`src/rtl/dzcpu_useq_if.sv`:
```
// dzcpu_useq_if: bundle between the sequencer and its memory port, flow LUTs, micro-op ROM and datapath.
// The master modport is the sequencer; the slave modport is the surrounding core.
interface dzcpu_useq_if #(
   parameter int UOP_W  = 13,
   parameter int FLOW_W = 8
);
   logic              iStall;
   logic [7:0]        iMemData;
   logic              iFlagZ;
   logic [FLOW_W-1:0] iFlowIdx;
   logic [FLOW_W-1:0] iCbFlowIdx;
   logic [UOP_W-1:0]  iUop;
   logic [7:0]        oMop;
   logic [FLOW_W-1:0] oUopAddr;
   logic [UOP_W-1:0]  oUop;
   logic              oUopValid;
   logic              oPcInc;
   logic              oFlagsUpdate;
   logic              oMopDone;
   logic              oUopOverrun;

   modport master (
      input  iStall, iMemData, iFlagZ, iFlowIdx, iCbFlowIdx, iUop,
      output oMop, oUopAddr, oUop, oUopValid, oPcInc, oFlagsUpdate, oMopDone, oUopOverrun
   );

   modport slave (
      output iStall, iMemData, iFlagZ, iFlowIdx, iCbFlowIdx, iUop,
      input  oMop, oUopAddr, oUop, oUopValid, oPcInc, oFlagsUpdate, oMopDone, oUopOverrun
   );
endinterface

```
`src/rtl/dzcpu_useq.sv`:
```
// dzcpu_useq: latches opcode bytes, walks the micro-op ROM from the LUT flow index and issues registered uops.
// Defining DZCPU_USEQ_WATCHDOG_EN bounds every macro-op to 64 uops and raises a sticky overrun flag.
module dzcpu_useq #(
   parameter int UOP_W  = 13,
   parameter int FLOW_W = 8
) (
   input  logic         iClock,
   input  logic         iReset,
   dzcpu_useq_if.master bus
);
   localparam int PL_W = UOP_W - 4;

   localparam logic [3:0] FC_OP           = 4'd0;
   localparam logic [3:0] FC_NOP          = 4'd1;
   localparam logic [3:0] FC_UPDATE_FLAGS = 4'd2;
   localparam logic [3:0] FC_INC          = 4'd3;
   localparam logic [3:0] FC_EOF          = 4'd4;
   localparam logic [3:0] FC_INC_EOF      = 4'd5;
   localparam logic [3:0] FC_EOF_FU       = 4'd6;
   localparam logic [3:0] FC_INC_EOF_FU   = 4'd7;
   localparam logic [3:0] FC_INC_EOF_Z    = 4'd8;
   localparam logic [3:0] FC_INC_EOF_NZ   = 4'd9;

   localparam logic [PL_W-1:0] PL_JCB = PL_W'(9'h0CB);

   typedef enum logic [1:0] {
      FETCH    = 2'd0,
      DECODE   = 2'd1,
      CBDECODE = 2'd2,
      EXEC     = 2'd3
   } state_e;

   state_e            state_q, state_d;
   logic [FLOW_W-1:0] upc_q, upc_d;
   logic [7:0]        mop_q, mop_d;
   logic [UOP_W-1:0]  uop_q, uop_d;
   logic              uopValid_q, uopValid_d;
   logic              pcInc_q, pcInc_d;
   logic              flagsUpdate_q, flagsUpdate_d;
   logic              mopDone_q, mopDone_d;

   logic [3:0]        flowCode;
   logic              isJcb;
   logic              wdForce;
   logic              flowEof;
   logic              jcbTaken;

   assign flowCode = bus.iUop[UOP_W-1 -: 4];
   assign isJcb    = (bus.iUop[PL_W-1:0] == PL_JCB);

   always_ff @(posedge iClock or negedge iReset) begin
      if (!iReset) begin
         state_q       <= FETCH;
         upc_q         <= '0;
         mop_q         <= '0;
         uop_q         <= '0;
         uopValid_q    <= 1'b0;
         pcInc_q       <= 1'b0;
         flagsUpdate_q <= 1'b0;
         mopDone_q     <= 1'b0;
      end else begin
         state_q       <= state_d;
         upc_q         <= upc_d;
         mop_q         <= mop_d;
         uop_q         <= uop_d;
         uopValid_q    <= uopValid_d;
         pcInc_q       <= pcInc_d;
         flagsUpdate_q <= flagsUpdate_d;
         mopDone_q     <= mopDone_d;
      end
   end

   // A stall freezes all state and suppresses the pulses that this cycle would otherwise register.
   always_comb begin
      state_d       = state_q;
      upc_d         = upc_q;
      mop_d         = mop_q;
      uop_d         = uop_q;
      uopValid_d    = 1'b0;
      pcInc_d       = 1'b0;
      flagsUpdate_d = 1'b0;
      mopDone_d     = 1'b0;
      flowEof       = 1'b0;
      jcbTaken      = 1'b0;
      if (!bus.iStall) begin
         unique case (state_q)
            FETCH: begin
               mop_d   = bus.iMemData;
               state_d = DECODE;
            end
            DECODE: begin
               upc_d   = bus.iFlowIdx;
               state_d = EXEC;
            end
            CBDECODE: begin
               upc_d   = bus.iCbFlowIdx;
               state_d = EXEC;
            end
            EXEC: begin
               uop_d      = bus.iUop;
               uopValid_d = 1'b1;
               case (flowCode)
                  FC_UPDATE_FLAGS: flagsUpdate_d = 1'b1;
                  FC_INC:          pcInc_d = 1'b1;
                  FC_EOF:          flowEof = 1'b1;
                  FC_INC_EOF: begin
                     pcInc_d = 1'b1;
                     flowEof = 1'b1;
                  end
                  FC_EOF_FU: begin
                     flagsUpdate_d = 1'b1;
                     flowEof       = 1'b1;
                  end
                  FC_INC_EOF_FU: begin
                     pcInc_d       = 1'b1;
                     flagsUpdate_d = 1'b1;
                     flowEof       = 1'b1;
                  end
                  FC_INC_EOF_Z: begin
                     pcInc_d = 1'b1;
                     flowEof = bus.iFlagZ;
                  end
                  FC_INC_EOF_NZ: begin
                     pcInc_d = 1'b1;
                     flowEof = !bus.iFlagZ;
                  end
                  default: ;
               endcase
               // A watchdog-forced end of flow overrides both the flow code and a CB jump.
               if (wdForce) begin
                  flowEof = 1'b1;
               end
               jcbTaken = isJcb && !wdForce;
               if (jcbTaken) begin
                  mop_d   = bus.iMemData;
                  state_d = CBDECODE;
               end
               if (flowEof && !jcbTaken) begin
                  state_d   = FETCH;
                  mopDone_d = 1'b1;
               end else begin
                  upc_d = upc_q + FLOW_W'(1);
               end
            end
         endcase
      end
   end

`ifdef DZCPU_USEQ_WATCHDOG_EN
   logic [5:0] wdCnt_q, wdCnt_d;
   logic       overrun_q, overrun_d;

   assign wdForce = (wdCnt_q == 6'd63);

   always_ff @(posedge iClock or negedge iReset) begin
      if (!iReset) begin
         wdCnt_q   <= '0;
         overrun_q <= 1'b0;
      end else begin
         wdCnt_q   <= wdCnt_d;
         overrun_q <= overrun_d;
      end
   end

   // Counts uops issued since the last flow-index load; the 64th one is cut short.
   always_comb begin
      wdCnt_d   = wdCnt_q;
      overrun_d = overrun_q;
      if (!bus.iStall) begin
         if (state_q == DECODE || state_q == CBDECODE) begin
            wdCnt_d = '0;
         end else if (state_q == EXEC) begin
            wdCnt_d = wdCnt_q + 6'd1;
            if (wdForce) begin
               overrun_d = 1'b1;
            end
         end
      end
   end

   assign bus.oUopOverrun = overrun_q;
`else
   assign wdForce         = 1'b0;
   assign bus.oUopOverrun = 1'b0;
`endif

   assign bus.oMop         = mop_q;
   assign bus.oUopAddr     = upc_q;
   assign bus.oUop         = uop_q;
   assign bus.oUopValid    = uopValid_q;
   assign bus.oPcInc       = pcInc_q;
   assign bus.oFlagsUpdate = flagsUpdate_q;
   assign bus.oMopDone     = mopDone_q;
endmodule

```
`src/flat_wrapper.sv`:
```
// flat-port wrapper written by rule: the top's interface ports become plain ports
module dzcpu_useq_flat 
#(
   parameter int UOP_W  = 13,
   parameter int FLOW_W = 8
)
  (iClock, iReset, bus_iStall, bus_iMemData, bus_iFlagZ, bus_iFlowIdx, bus_iCbFlowIdx, bus_iUop, bus_oMop, bus_oUopAddr, bus_oUop, bus_oUopValid, bus_oPcInc, bus_oFlagsUpdate, bus_oMopDone, bus_oUopOverrun);
  dzcpu_useq_if #(.UOP_W(UOP_W), .FLOW_W(FLOW_W)) bus_i ();
  input  logic iClock;
  input  logic iReset;
  input wire logic [$bits(bus_i.iStall)-1:0] bus_iStall;
  input wire logic [$bits(bus_i.iMemData)-1:0] bus_iMemData;
  input wire logic [$bits(bus_i.iFlagZ)-1:0] bus_iFlagZ;
  input wire logic [$bits(bus_i.iFlowIdx)-1:0] bus_iFlowIdx;
  input wire logic [$bits(bus_i.iCbFlowIdx)-1:0] bus_iCbFlowIdx;
  input wire logic [$bits(bus_i.iUop)-1:0] bus_iUop;
  output wire logic [$bits(bus_i.oMop)-1:0] bus_oMop;
  output wire logic [$bits(bus_i.oUopAddr)-1:0] bus_oUopAddr;
  output wire logic [$bits(bus_i.oUop)-1:0] bus_oUop;
  output wire logic [$bits(bus_i.oUopValid)-1:0] bus_oUopValid;
  output wire logic [$bits(bus_i.oPcInc)-1:0] bus_oPcInc;
  output wire logic [$bits(bus_i.oFlagsUpdate)-1:0] bus_oFlagsUpdate;
  output wire logic [$bits(bus_i.oMopDone)-1:0] bus_oMopDone;
  output wire logic [$bits(bus_i.oUopOverrun)-1:0] bus_oUopOverrun;
  assign bus_i.iStall = bus_iStall;
  assign bus_i.iMemData = bus_iMemData;
  assign bus_i.iFlagZ = bus_iFlagZ;
  assign bus_i.iFlowIdx = bus_iFlowIdx;
  assign bus_i.iCbFlowIdx = bus_iCbFlowIdx;
  assign bus_i.iUop = bus_iUop;
  assign bus_oMop = bus_i.oMop;
  assign bus_oUopAddr = bus_i.oUopAddr;
  assign bus_oUop = bus_i.oUop;
  assign bus_oUopValid = bus_i.oUopValid;
  assign bus_oPcInc = bus_i.oPcInc;
  assign bus_oFlagsUpdate = bus_i.oFlagsUpdate;
  assign bus_oMopDone = bus_i.oMopDone;
  assign bus_oUopOverrun = bus_i.oUopOverrun;
  dzcpu_useq #(.UOP_W(UOP_W), .FLOW_W(FLOW_W)) u_core (.iClock(iClock), .iReset(iReset), .bus(bus_i));
endmodule
```
`config.mk`:
```
export PLATFORM = sky130hd
export DESIGN_NAME = dzcpu_useq_flat
export DESIGN_NICKNAME = d
export VERILOG_FILES = /design/src/rtl/dzcpu_useq_if.sv /design/src/rtl/dzcpu_useq.sv /design/src/flat_wrapper.sv
export SDC_FILE = /design/constraint.sdc
export NUM_CORES = 1
export LEC_CHECK = 0
export CAP_MARGIN = 15
export CORE_MARGIN = 5
export CORE_UTILIZATION = 25
export DETAILED_ROUTE_END_ITERATION = 10
export PLACE_DENSITY = 0.5
export SLEW_MARGIN = 20
export SYNTH_ARGS = -nofsm -noshare
export SYNTH_HDL_FRONTEND = slang
export SYNTH_SLANG_ARGS = --single-unit
```
`constraint.sdc`:
```
create_clock -name iClock -period 2 [get_ports iClock]
set_input_delay 0.4 -clock iClock [delete_from_list [all_inputs] [get_ports iClock]]
set_output_delay 0.4 -clock iClock [all_outputs]
set_load 0.02 [all_outputs]
```
# Yosys cells after proc, flatten, opt, wreduce, memory -nomap -nowiden
# Index checks and enable logic that the tools add are counted.
dict set report totals {
  register_bits 35
  latch_bits 0
  ramBits 0
  mem_bits_ro 0
  elab_cells 60
  mem_count 0
}
dict set report op_classes {
  add_sub_neg 1
  mul 0
  n_div 0
  n_lt_le_gt_ge 0
  n_eq_ne 15
  n_shift 0
  mux 21
  n_bitwise 1
  reduce_logical 14
}
# op n
set ops {}
lappend ops {{$pmux W8 S3} 1}
lappend ops {{$eq A4 B3 Y1 const B} 4}
lappend ops {{$mux W8} 2}
lappend ops {{$pmux W8 S2} 1}
lappend ops {{$mux W1} 13}
lappend ops {{$eq A9 B8 Y1 const B} 1}
lappend ops {{$add A8 B1 Y8 const B} 1}
lappend ops {{$eq A4 B2 Y1 const B} 2}
lappend ops {{$eq A4 B4 Y1 const B} 2}
lappend ops {{$pmux W2 S3} 1}
lappend ops {{$reduce_and A3 Y1} 2}
lappend ops {{$reduce_or A5 Y1} 1}
lappend ops {{$eq A2 B2 Y1 const B} 2}
lappend ops {{$mux W2} 2}
lappend ops {{$reduce_and A2 Y1} 2}
lappend ops {{$reduce_or A4 Y1} 1}
lappend ops {{$ne A3 B1 Y1 const B} 1}
lappend ops {{$pmux W1 S3} 1}
lappend ops {{$reduce_bool A3 Y1} 1}
lappend ops {{$reduce_or A3 Y1} 1}
lappend ops {{$eq A2 B1 Y1 const B} 1}
lappend ops {{$logic_not A1 Y1} 2}
lappend ops {{$logic_not A2 Y1} 1}
lappend ops {{$ne A2 B1 Y1 const B} 1}
lappend ops {{5 further kinds} 5}

# Depth between registers and ports, before layout
dict set report logic_depth {
  depth_word 9
  depth_mapped 7
  depth_no_buf 6
}

# Worst setup path after synthesis
# No wires, ideal clock.
dict set report synth_path {
  path_type {register -> register}
  startpoint {reg u_core.state_q[1]}
  endpoint {reg u_core.mop_q[0], in the netlist u_core.bus.oMop[0]}
  setup_time_ns 0.125
  arrival_time_ns 1.679
  required_ns 1.875
  setup_slack_ns 0.196
  stages_incl_launch_ff 6
  n_path_buf 1
  synth_period_minus_slack_ns 1.804
  path_cell_list {dfrtp_1 -> ha_1 -> clkbuf_1 -> nand4_1 -> a21oi_2 -> mux2_2}
}
dict set report synth_between {
  elab_chain_len 3
}
# element line_no
set synth_rtl {}
lappend synth_rtl {{from (decl)} dzcpu_useq.sv:33} ;# state_e state_q, state_d;
lappend synth_rtl {{from (signal assigned)} dzcpu_useq.sv:62} ;# state_q <= state_d;
lappend synth_rtl {{$eq A2 B2 Y1 or $logic_not A2 Y1 (tied branches)} dzcpu_useq.sv:86} ;# unique case (state_q)
lappend synth_rtl {{$ne A2 B1 Y1 (no source line) or $reduce_bool A2 Y1 (tied branches)} -}
lappend synth_rtl {{$reduce_and A3 Y1 (no source line)} -}
lappend synth_rtl {{to (signal assigned)} dzcpu_useq.sv:64} ;# mop_q <= mop_d;
lappend synth_rtl {{to (decl)} dzcpu_useq.sv:35} ;# logic [7:0] mop_q, mop_d;
# Several ways; a longest one is shown, not always the timed one.
# A chain may end at the register's enable or synchronous reset.

# Worst setup path in the final report
dict set report layout_path {
  startpoint {in bus_iUop[8]}
  endpoint {reg u_core.upc_q[2], in the netlist u_core.bus.oUopAddr[2]}
}
dict set report layout_between {
  elab_chain_len 5
}
# element line_no
set layout_rtl {}
lappend layout_rtl {{from (decl)} flat_wrapper.sv:16} ;# input wire logic [$bits(bus_i.iUop)-1:0] bus_iUop;
lappend layout_rtl {{$eq A9 B8 Y1} dzcpu_useq.sv:49} ;# assign isJcb = (bus.iUop[PL_W-1:0] == PL_JCB);
lappend layout_rtl {{$logic_not A1 Y1} dzcpu_useq.sv:138} ;# if (flowEof && !jcbTaken) begin
lappend layout_rtl {{$logic_and A1 B1 Y1} dzcpu_useq.sv:138}
lappend layout_rtl {{$ne A2 B2 Y1 (no source line)} -}
lappend layout_rtl {{$reduce_and A3 Y1 (no source line)} -}
lappend layout_rtl {{to (signal assigned)} dzcpu_useq.sv:63} ;# upc_q <= upc_d;
lappend layout_rtl {{to (decl)} dzcpu_useq.sv:34} ;# logic [FLOW_W-1:0] upc_q, upc_d;
# No other way between the ends.

==> qor.txt <==
TritonCTS buffer count: 5
Worst R2R Start: u_core.state_q[0]
Initial DRT Pass Iterations: 4
Data required, critical path: 2.17 ns
worst-margin pin slew: 0.580 ns
period utilisation layout: 91.3%
Comb power frac: 54.7%
Core Util, Final: 40.7%
vias in the first global route: 1,721
total global-route track usage: 11.9%
Nets: 293
max cap viols: 0
Yosys top cell area share: 48.1%
Slew HR: 61.2%
# DRC: 0
syn avg cell area: 11.7 sq um
chip height: 95.3 um
H-tree levels: 2
post-synthesis sequential area ratio: 48.1%
FILL cells: 708
Peak Freq: 548 MHz
CTS Root Cell: clkbuf_8
largest net degree at the start of global routing: 20
CP Cell Sequence: clkdlybuf4s50_1 > and4bb_2 > and3_1 > o31ai_4 > mux2_4
later-pin clock latency in the skew report: 0.28 ns
final wirelength: 5.06 mm
Antenna Nets Post-Route: 0
Cell Area, Synth: 1820 sq um
via density per instance: 4.68
crit end category: register
Placer Congestion: 0.781
vias post-DR: 1,619
Peak supply drop: 0.680 mV
Largest stage delay, worst path: 0.47 ns
Final setup viols: 0
clk_skew: 0.00449 ns
core area: 7180 sq um
number of antenna cells inserted: 0
setup TNS: 0 ns
Post-synth EDFFs: 0
reg2reg setup slack: 0.19 ns
crit path from: bus_iUop[8]
Netlist cell types: 42
Initial Utilization: 25.4%
P_leak: 1.23 nW
Largest delay share family, worst path: buffers and inverters
ranking of synthesized cells by area: dfrtp_1, mux2_2, o311ai_0, ha_1, nand2_1
initial antenna violation count: 0
Crit. path cell count: 5
clock group share of total power: 13.9%
PD cells: 1380 nW/um^2
first-pass GRT wire length: 8.36 mm
Yosys reg bits: 35
Worst EP arrival: 1.99 ns
Max FO, Critical Path: 4
Seq pwr share: 31.4%
CP Capture Point: u_core.bus.oUopAddr[2]
switching share of total power: 38.0%
min-delay worst type: in2async
hpwl dp: 3.85 mm
Int Pwr: 2.50 mW
ys async rst share: 100%
CTS Buffer Depth: 2
Die ar.: 9090 sq um
run status: finished, final reports clean
non-filler cells, final: 346
Reg clk slew, reported paths: 0.07 ns
# IOs: 75
WL per Instance: 14.6 um
Layout area overhead: 60.5%
share of cells above drive strength 1: 22.3%
Synthesized Nets: 203
hold bufs inserted after CTS: 0
top_reg_cell synth: dfrtp_1
Tmin final: 1.83 ns
synthesized instance count: 156
GR Overflow Total: 0
DRT iter0 DRCs: 87
number of core rows: 31
Fin. Hold Viols: 0
total power: 4.03 mW
synthesis warning total: 0
CTS tree: done
# clock sinks: 35
crit path buf inv count: 1
chip width: 95.3 um
slowest CP cell: clkdlybuf4s50_1
FF-to-FF path depth: 6
Setup CP Type: in2reg
Synth area leader: dfrtp_1
Sw Pwr: 1.53 mW
reg2reg end: u_core.bus.oMop[4]
Startpoint Class: input port
commonest cells in the netlist: dfrtp_1, mux2_2, nand2_1, o311ai_0
Slew Limit Fails: 0
Port Buf Inserts: 73
RSZ-0062 raised after global routing: no
placed insts: 338
top-count cell post-synth: dfrtp_1
## cell families (layout without fill, tap and decap cells)
kind of cell | count (synthesis) | in the layout | synth area share [%]
adders and majority gates | 6 | 6 | 4.12
other | 1 | 1 | 0.206
muxes | 23 | 23 | 14.2
DFF | 35 | 35 | 48.1
and+or+nand+nor | 36 | 36 | 10.9
xor gates and xnor gates | 2 | 2 | 0.962
buffers and inverters | 15 | 106 | 4.26
AOI/OAI and AO/OA | 38 | 38 | 17.3
## layout make-up
type / count / area (sq um) / share of cell area (%)
Tap cell: 99 / 124 / 4.24
Inverter: 6 / 22.5 / 0.771
Timing Repair Buffer: 92 / 913 / 31.3
Sequential cell: 35 / 876 / 30.0
Multi-Input combinational cell: 106 / 886 / 30.3
Clock buffer: 8 / 100 / 3.43
## metrics by stage
step / hold WS (ns) / worst slack (ns) / area, sq um
global route: 0.0992 / 0.0669 / 2920
floorplan: 0.104 / 0.196 / 1820
CTS: 0.0803 / -0.00813 / 2900
global placement: 0.383 / -0.311 / 2800
detailed placement: 0.388 / -0.354 / 2800
finish: 0.0639 / 0.174 / 2920
## routing by layer
metal | routed length, um | global-route usage, % | up-vias
met4 | 63 | 4.21 | 0
met1 | 2400 | 15.9 | 784
met5 | 0 | 0 | -
met2 | 2230 | 18.1 | 56
met3 | 366 | 3.47 | 7
li1 | - | - | 772
## power by group through the flow
stage	sequential, mW	clock, mW	combinational (mW)
after CTS	1.27	0.588	2.20
after global routing	1.32	0.618	2.40
after global placement	1.28	0	2.18
after detailed placement	1.28	0	2.19
final	1.27	0.558	2.20
after floorplan	1.62	0	0.803
## registers in the layout, summed over array words and instances, names as in the netlist
name	flops
u_core.bus.oPcInc	1
u_core.bus.oFlagsUpdate	1
u_core.state_q	2
u_core.bus.oUopAddr	8
u_core.bus.oUopValid	1
u_core.bus.oMopDone	1
u_core.bus.oMop	8
u_core.bus.oUop	13
## worst min-delay path by stage
stage	startpoint	to	slack, ns
floorplan	iReset	u_core.bus.oFlagsUpdate	0.10
global placement	iReset	u_core.bus.oMop[0]	0.38
detailed placement	iReset	u_core.bus.oMop[0]	0.39
CTS	iReset	u_core.bus.oMop[0]	0.08
global route	iReset	u_core.bus.oMopDone	0.1
finish	iReset	u_core.bus.oMop[0]	0.06
## what timing repair did
action,CTS,global route
pin swaps,1,3
buffers inserted,0,0
resized for setup,2,9
setup endpoints to repair,6,8
## cell usage in the layout (no fill, tap or decap), drive strengths merged, types with 2 or more instances in the layout
cell           instances
xnor2                  2
nor2                   3
clkdlybuf4s50         69
nand3                  4
a221oi                 2
nor3                   3
mux2                  22
nor4                   3
clkbuf                 8
o311ai                 9
dlymetal6s2s           3
nand2                 10
ha                     6
buf                   20
a21oi                  2
a22oi                  2
o2111ai                3
inv                    6
o21ai                  4
o2bb2ai                2
nand4                  4
a22o                   3
o211ai                 4
dfrtp                 35
nand2b                 3
Note: power is estimated with default switching activity, not from simulation.
